`src/rtl/hazard_stall_controller_pkg.sv`:
```
// Shared pipeline definitions for the hazard/stall controller.
// This file holds the default register width, the scoreboard stage indices and the zero-register id.
package hazard_stall_controller_pkg;

    localparam int REG_AW   = 5;
    localparam int NUM_STG  = 3;

    // Scoreboard entry index per downstream stage
    localparam int STG_E    = 0;
    localparam int STG_M    = 1;
    localparam int STG_W    = 2;

    localparam int REG_ZERO = 0;

    // Entry layout, MSB first: {valid, regwrite, dest}
    localparam int ENT_META_W = 2;

endpackage

```
`src/rtl/hazard_sat_counter.sv`:
```
// Saturating event counter. It counts up on inc and holds at all-ones.
module hazard_sat_counter #(
    parameter int CNT_W = 32
) (
    input  logic             Clk,
    input  logic             Reset,
    input  logic             inc,
    output logic [CNT_W-1:0] count
);

    always_ff @(posedge Clk) begin
        if (Reset) begin
            count <= '0;
        end else if (inc && (count != {CNT_W{1'b1}})) begin
            count <= count + CNT_W'(1);
        end
    end

endmodule

```
`src/rtl/hazard_stall_controller.sv`:
```
// Stall-only hazard controller for the 5-stage pipeline: a shadow scoreboard of E/M/W
// destinations is checked against the D-stage sources to produce the stall/flush controls.
module hazard_stall_controller #(
    parameter int REG_AW         = hazard_stall_controller_pkg::REG_AW,
    parameter bit WB_WRITE_FIRST = 1'b1,
    parameter int CNT_W          = 32
) (
    input  logic              Clk,
    input  logic              Reset,
    input  logic              InstrValidD,
    input  logic [REG_AW-1:0] RsD,
    input  logic [REG_AW-1:0] RtD,
    input  logic              UseRsD,
    input  logic              UseRtD,
    input  logic              RegWriteD,
    input  logic [REG_AW-1:0] WriteRegD,
    input  logic              BranchTakenD,
    output logic              Stall,
    output logic              FlushE,
    output logic              FlushD,
    output logic              hazardTypeE,
    output logic              hazardTypeM,
    output logic              hazardTypeW,
    output logic              RegWriteE,
    output logic              RegWriteM,
    output logic              RegWriteW,
    output logic [CNT_W-1:0]  StallCycles,
    output logic [CNT_W-1:0]  FlushCount
);

    import hazard_stall_controller_pkg::NUM_STG;
    import hazard_stall_controller_pkg::STG_E;
    import hazard_stall_controller_pkg::STG_M;
    import hazard_stall_controller_pkg::STG_W;
    import hazard_stall_controller_pkg::REG_ZERO;

    typedef struct packed {
        logic              valid;
        logic              regwrite;
        logic [REG_AW-1:0] dest;
    } entry_t;

    entry_t sb [NUM_STG];
    logic   match [NUM_STG];

    // A stalled or empty D slot enters E as an all-zero bubble.
    always_ff @(posedge Clk) begin
        if (Reset) begin
            for (int s = 0; s < NUM_STG; s++) begin
                sb[s] <= '0;
            end
        end else begin
            sb[STG_W] <= sb[STG_M];
            sb[STG_M] <= sb[STG_E];
            if (Stall || !InstrValidD) begin
                sb[STG_E] <= '0;
            end else begin
                sb[STG_E] <= '{valid: 1'b1, regwrite: RegWriteD, dest: WriteRegD};
            end
        end
    end

    // $0 is hardwired, so a producer targeting it never creates a dependency.
    always_comb begin
        for (int s = 0; s < NUM_STG; s++) begin
            match[s] = sb[s].valid && sb[s].regwrite &&
                       (sb[s].dest != REG_AW'(REG_ZERO)) &&
                       ((UseRsD && (RsD == sb[s].dest)) ||
                        (UseRtD && (RtD == sb[s].dest)));
        end
    end

    assign hazardTypeE = InstrValidD && match[STG_E];
    assign hazardTypeM = InstrValidD && match[STG_M];
    assign hazardTypeW = InstrValidD && match[STG_W] && !WB_WRITE_FIRST;

    assign Stall  = hazardTypeE || hazardTypeM || hazardTypeW;
    assign FlushE = Stall;
    // A stalled branch has not resolved yet, so stall wins over redirect.
    assign FlushD = BranchTakenD && InstrValidD && !Stall;

    assign RegWriteE = sb[STG_E].regwrite;
    assign RegWriteM = sb[STG_M].regwrite;
    assign RegWriteW = sb[STG_W].regwrite;

    hazard_sat_counter #(.CNT_W(CNT_W)) u_stall_cnt (
        .Clk   (Clk),
        .Reset (Reset),
        .inc   (Stall),
        .count (StallCycles)
    );

    hazard_sat_counter #(.CNT_W(CNT_W)) u_flush_cnt (
        .Clk   (Clk),
        .Reset (Reset),
        .inc   (FlushD),
        .count (FlushCount)
    );

endmodule
```
`config.mk`:
```
export PLATFORM = sky130hd
export DESIGN_NAME = hazard_stall_controller
export DESIGN_NICKNAME = d
export VERILOG_FILES = /design/src/rtl/hazard_stall_controller_pkg.sv /design/src/rtl/hazard_sat_counter.sv /design/src/rtl/hazard_stall_controller.sv
export SDC_FILE = /design/constraint.sdc
export NUM_CORES = 1
export LEC_CHECK = 0
export CAP_MARGIN = 20
export CORE_MARGIN = 3
export CORE_UTILIZATION = 46
export DETAILED_ROUTE_END_ITERATION = 8
export MAX_ROUTING_LAYER = met4
export PLACE_DENSITY = 0.88
export SLEW_MARGIN = 20
export SYNTH_ARGS = -nofsm -noshare
export SYNTH_HDL_FRONTEND = slang
export SYNTH_SLANG_ARGS = --single-unit
```
`constraint.sdc`:
```
create_clock -name Clk -period 2.2 [get_ports Clk]
set_input_delay 0.22 -clock Clk [delete_from_list [all_inputs] [get_ports Clk]]
set_output_delay 0.22 -clock Clk [all_outputs]
set_load 0.02 [all_outputs]
```
==> results.rst <==
.. list-table::
   :header-rows: 1

   * - Metric
     - Value
   * - Critical-path cell list
     - buf_4 -> xor2_1 -> nor4_1 -> a32oi_1 -> o22a_2 -> buf_6 -> buf_12 -> or4_1 -> a21oi_2
   * - Hold violation count in the final report
     - 0
   * - Most used standard cell by instance count after synthesis
     - sky130_fd_sc_hd__dfxtp_1
   * - Fmax
     - 0.3940 GHz
   * - Internal reg-to-reg setup slack
     - -340 ps
   * - Average wire per cell in the routed design
     - 18.66 microns
   * - Crit-path max FO
     - 12
   * - Max-slew violations
     - 0
   * - Worst Setup End Kind
     - flip-flop
   * - Root Buffer Master
     - sky130_fd_sc_hd__clkbuf_8
   * - Register area
     - 0.001734 sq mm
   * - Launch point of the worst reg-to-reg path
     - sb[0][3]
   * - Static power due to leakage
     - 2.296 nW
   * - Critical path start-end classification
     - reg2reg
   * - Part of the Yosys area used for sequential elements
     - 40.20%
   * - IO buf count
     - 93
   * - Clk sink count
     - 79
   * - Count of state elements after synthesis
     - 79
   * - Clock transition at path regs
     - 90 ps
   * - First drt pass iteration count
     - 5
   * - DRC violations left
     - 0
   * - Via count of the first global-routing pass
     - 4689
   * - Count of vias placed by the detailed router
     - 4768
   * - Post-synth EDFFs
     - 15
   * - Post-synth top area share
     - 29.74%
   * - Ratio of routed vias to standard cells
     - 6.160
   * - Num ports
     - 95
   * - Violations in the final reports
     - setup timing
   * - Cell area after technology mapping
     - 0.004308 sq mm
   * - Wirelength, routed
     - 14.44 mm
   * - Final setup skew
     - 12.26 ps
   * - Total congestion overflow after global routing
     - 0
   * - Flip-flop cell with the highest count after synthesis
     - sky130_fd_sc_hd__dfxtp_1
   * - Transition time of the tightest slew-check pin
     - 548.8 ps
   * - CTS buffer count
     - 9
   * - Pin count of the biggest net entering global routing
     - 38
   * - Hold WC Path Type
     - in2reg
   * - Slowest Stage Delay on Critical Path
     - 540 ps
   * - Post-Syn Area per Cell
     - 8.633 sq um
   * - Critical Path AT
     - 2830 ps
   * - Antenna cells
     - 0
   * - First-pass GRT wire length
     - 22.16 mm
   * - Power Dens Cells
     - 435.2 mW/mm^2
   * - # fillers
     - 589
   * - Initial cell density of the core
     - 48.45%
   * - Setup slack at placement
     - -378.3 ps
   * - # placed instances
     - 743
   * - Clock tree from TritonCTS
     - done
   * - Hold path start
     - Reset
   * - Max rail drop VDD
     - 0.2765 mV
   * - Reg2reg path depth
     - 9
   * - Crit start category
     - flip-flop
   * - Hold EP
     - u_flush_cnt.count[19]
   * - Area added between synthesis and finish
     - 54.78%
   * - Leading cell types by count after synthesis
     - 64 x sky130_fd_sc_hd__dfxtp_1, 42 x sky130_fd_sc_hd__a21oi_1, 34 x sky130_fd_sc_hd__nor2_1, 28 x sky130_fd_sc_hd__nand2_1, 28 x sky130_fd_sc_hd__or4_1
   * - Die X-Extent
     - 102.8 microns
   * - Source-to-sink clock delay at the later pin of the worst-skew pair
     - 360 ps
   * - Vertical extent of the die
     - 102.8 microns
   * - Outcome
     - complete, but fails checks
   * - Part of the cycle the worst path needs
     - 115.4%
   * - Cell with the largest stage delay on the worst path
     - sky130_fd_sc_hd__or4_1
   * - Synthesis warning total
     - 0
   * - Async set-or-reset flop fraction in the synthesized netlist
     - 0%
   * - Antenna Violating Nets Remaining
     - 0
   * - Multi-input gate area
     - 0.002861 sq mm
   * - Clock period minus worst slack
     - 2538 ps
   * - Setup repair after global routing missed its margin
     - true
   * - Area inside the core boundary
     - 0.008891 sq mm
   * - Largest area contributor in the netlist
     - sky130_fd_sc_hd__dfxtp_1
   * - Sum of net half-perimeters after detailed placement
     - 9.071 mm
   * - Initial detailed-routing violation count
     - 322
   * - Antenna violations before repair
     - 0
   * - Number of placement rows
     - 34
   * - Number of H-tree branching levels
     - 3
   * - Net count reported at finish
     - 685
   * - Combined global-route utilization of all metal layers
     - 27.05%
   * - RR Endpoint
     - u_stall_cnt.count[18]
   * - Hold path cells
     - 2
   * - Post-route setup slack
     - -338.4 ps
   * - Synthesized instance count
     - 499
   * - Maximum clock insertion buffer count
     - 2
   * - Final setup violation count
     - 75
   * - Layout Cells excl Fill
     - 774
   * - DIE AREA
     - 0.01056 sq mm
   * - Weighted congestion reported at the end of routability-driven placement
     - 0.9002
   * - Unique cell type count in the Yosys netlist
     - 51
   * - Fraction of final layout cells with drive strength greater than 1
     - 28.23%
   * - Ranking of synthesized cells by area
     - sky130_fd_sc_hd__dfxtp_1 30%, sky130_fd_sc_hd__edfxtp_1 10%, sky130_fd_sc_hd__a21oi_1 4.9%, sky130_fd_sc_hd__or4_1 4.9%, sky130_fd_sc_hd__o31ai_1 4.5%
   * - CP required
     - 2490 ps
   * - Slew margin rel.
     - 63.42%
   * - Max-cap violations
     - 0
-- what timing repair did --
| action | in CTS | in global routing |
|---|---|---|
| pin swaps | 52 | 15 |
| setup endpoints to repair | 73 | 75 |
| gates resized for setup | 75 | 40 |
| hold buffers | 0 | 0 |
| setup buffers | 9 | 2 |
| cloned | 4 | 1 |
-- power by group --
part	internal (mW)	leakage [nW]	switching (mW)
Combinational	0.121	1.52	0.134
Sequential	1.49	0.669	0.0131
Clock	0.541	0.105	0.599
Total	2.16	2.30	0.746
-- per-layer routing --
layer	track usage [%]	vias up	wire length (microns)	part of all wire, %
met3	4.871	47	936	6.5
met1	30.91	2277	5470	38
met2	48.16	256	7731	54
met5	-	-	0	0
li1	-	2188	-	-
met4	8.267	0	303	2.1
-- worst max path at each step --
stage                   from               endpoint  slack, ps  depth (start not counted)
floorplan           sb[0][1]  u_flush_cnt.count[17]       -100                          8
global placement      RtD[0]                 FlushE       -310                          7
detailed placement    RtD[0]  u_stall_cnt.count[16]       -380                          8
CTS                 sb[0][4]  u_stall_cnt.count[21]       -300                          9
global route        sb[0][1]   u_flush_cnt.count[2]       -450                         11
finish              sb[0][3]  u_stall_cnt.count[18]       -340                          9
-- critical path: cells and delay by family, from the launching register on --
kind,cells,cell delay [ps]
simple gates,2,880
buf+inv,3,450
compound gates,3,590
flops,1,400
xor+xnor,1,150
-- cell usage in the layout, fill, tap and decap left out, types with 3 or more instances in the layout --
cell	netlist	final
sky130_fd_sc_hd__inv_1	5	5
sky130_fd_sc_hd__or3_1	14	11
sky130_fd_sc_hd__and4_1	6	6
sky130_fd_sc_hd__a21oi_1	42	22
sky130_fd_sc_hd__nor3_1	18	8
sky130_fd_sc_hd__mux2_4	0	12
sky130_fd_sc_hd__nand3_1	27	27
sky130_fd_sc_hd__clkbuf_8	0	9
sky130_fd_sc_hd__nor4b_4	0	3
sky130_fd_sc_hd__clkdlybuf4s50_1	0	87
sky130_fd_sc_hd__mux2_2	16	4
sky130_fd_sc_hd__inv_6	0	4
sky130_fd_sc_hd__nand2_1	28	28
sky130_fd_sc_hd__o31ai_2	0	3
sky130_fd_sc_hd__dfxtp_1	64	62
sky130_fd_sc_hd__or4_1	28	15
sky130_fd_sc_hd__or3_4	0	3
sky130_fd_sc_hd__xor2_1	16	16
sky130_fd_sc_hd__nor2_1	34	31
sky130_fd_sc_hd__and3_1	5	5
sky130_fd_sc_hd__buf_6	2	9
sky130_fd_sc_hd__nor3_4	1	10
sky130_fd_sc_hd__o21ai_0	17	12
sky130_fd_sc_hd__nor4_1	9	7
sky130_fd_sc_hd__o21ai_1	0	5
sky130_fd_sc_hd__o31ai_1	26	23
sky130_fd_sc_hd__buf_4	2	58
sky130_fd_sc_hd__a21oi_2	0	20
sky130_fd_sc_hd__nor2b_1	23	23
sky130_fd_sc_hd__conb_1	2	16
sky130_fd_sc_hd__buf_12	0	5
sky130_fd_sc_hd__nand4_1	23	23
sky130_fd_sc_hd__and2_1	12	12
sky130_fd_sc_hd__edfxtp_1	15	15
sky130_fd_sc_hd__xnor2_1	4	4
sky130_fd_sc_hd__or4_4	0	13
-- kinds of logic after synthesis --
| logic type | count (synthesis) | share of synthesized area [%] |
|---|---|---|
| simple gates | 241 | 32.09 |
| compound gates | 100 | 14.55 |
| xor+xnor | 20 | 4.066 |
| mux | 16 | 4.182 |
| fa+ha+maj | 2 | 0.5808 |
| other cells | 2 | 0.1743 |
| buf+inv | 39 | 4.153 |
| flops | 79 | 40.20 |
-- cell type report --
cell class / instances / share of cell area, %
clock buffer: 9 / 1.858
clock inverter: 7 / 1.182
inverter: 6 / 0.3753
multi-input combinational: 395 / 42.92
sequential: 79 / 26.01
tap: 108 / 2.027
timing repair buffer: 170 / 25.63
-- sequential cells by signal, summed over array words and instances, names as in the netlist --
signal,count
sb,15
u_flush_cnt.count,32
u_stall_cnt.count,32
-- metrics by stage --
step	hold WS [ps]	setup TNS [ps]	power [mW]	area (sq um)	util, %
2_1_floorplan	418.2	-756.3	1.645	4466	-
3_3_place_gp	480.5	-16440	1.748	5881	66.14
3_5_place_dp	484.7	-22150	1.759	5881	66.14
4_1_cts	357.2	-14280	2.887	6480	72.88
5_1_grt	366.5	-26720	2.987	6668	74.99
6_report	351.7	-17880	2.902	6668	74.99
No activity file was read; power rests on OpenSTA's default activity.
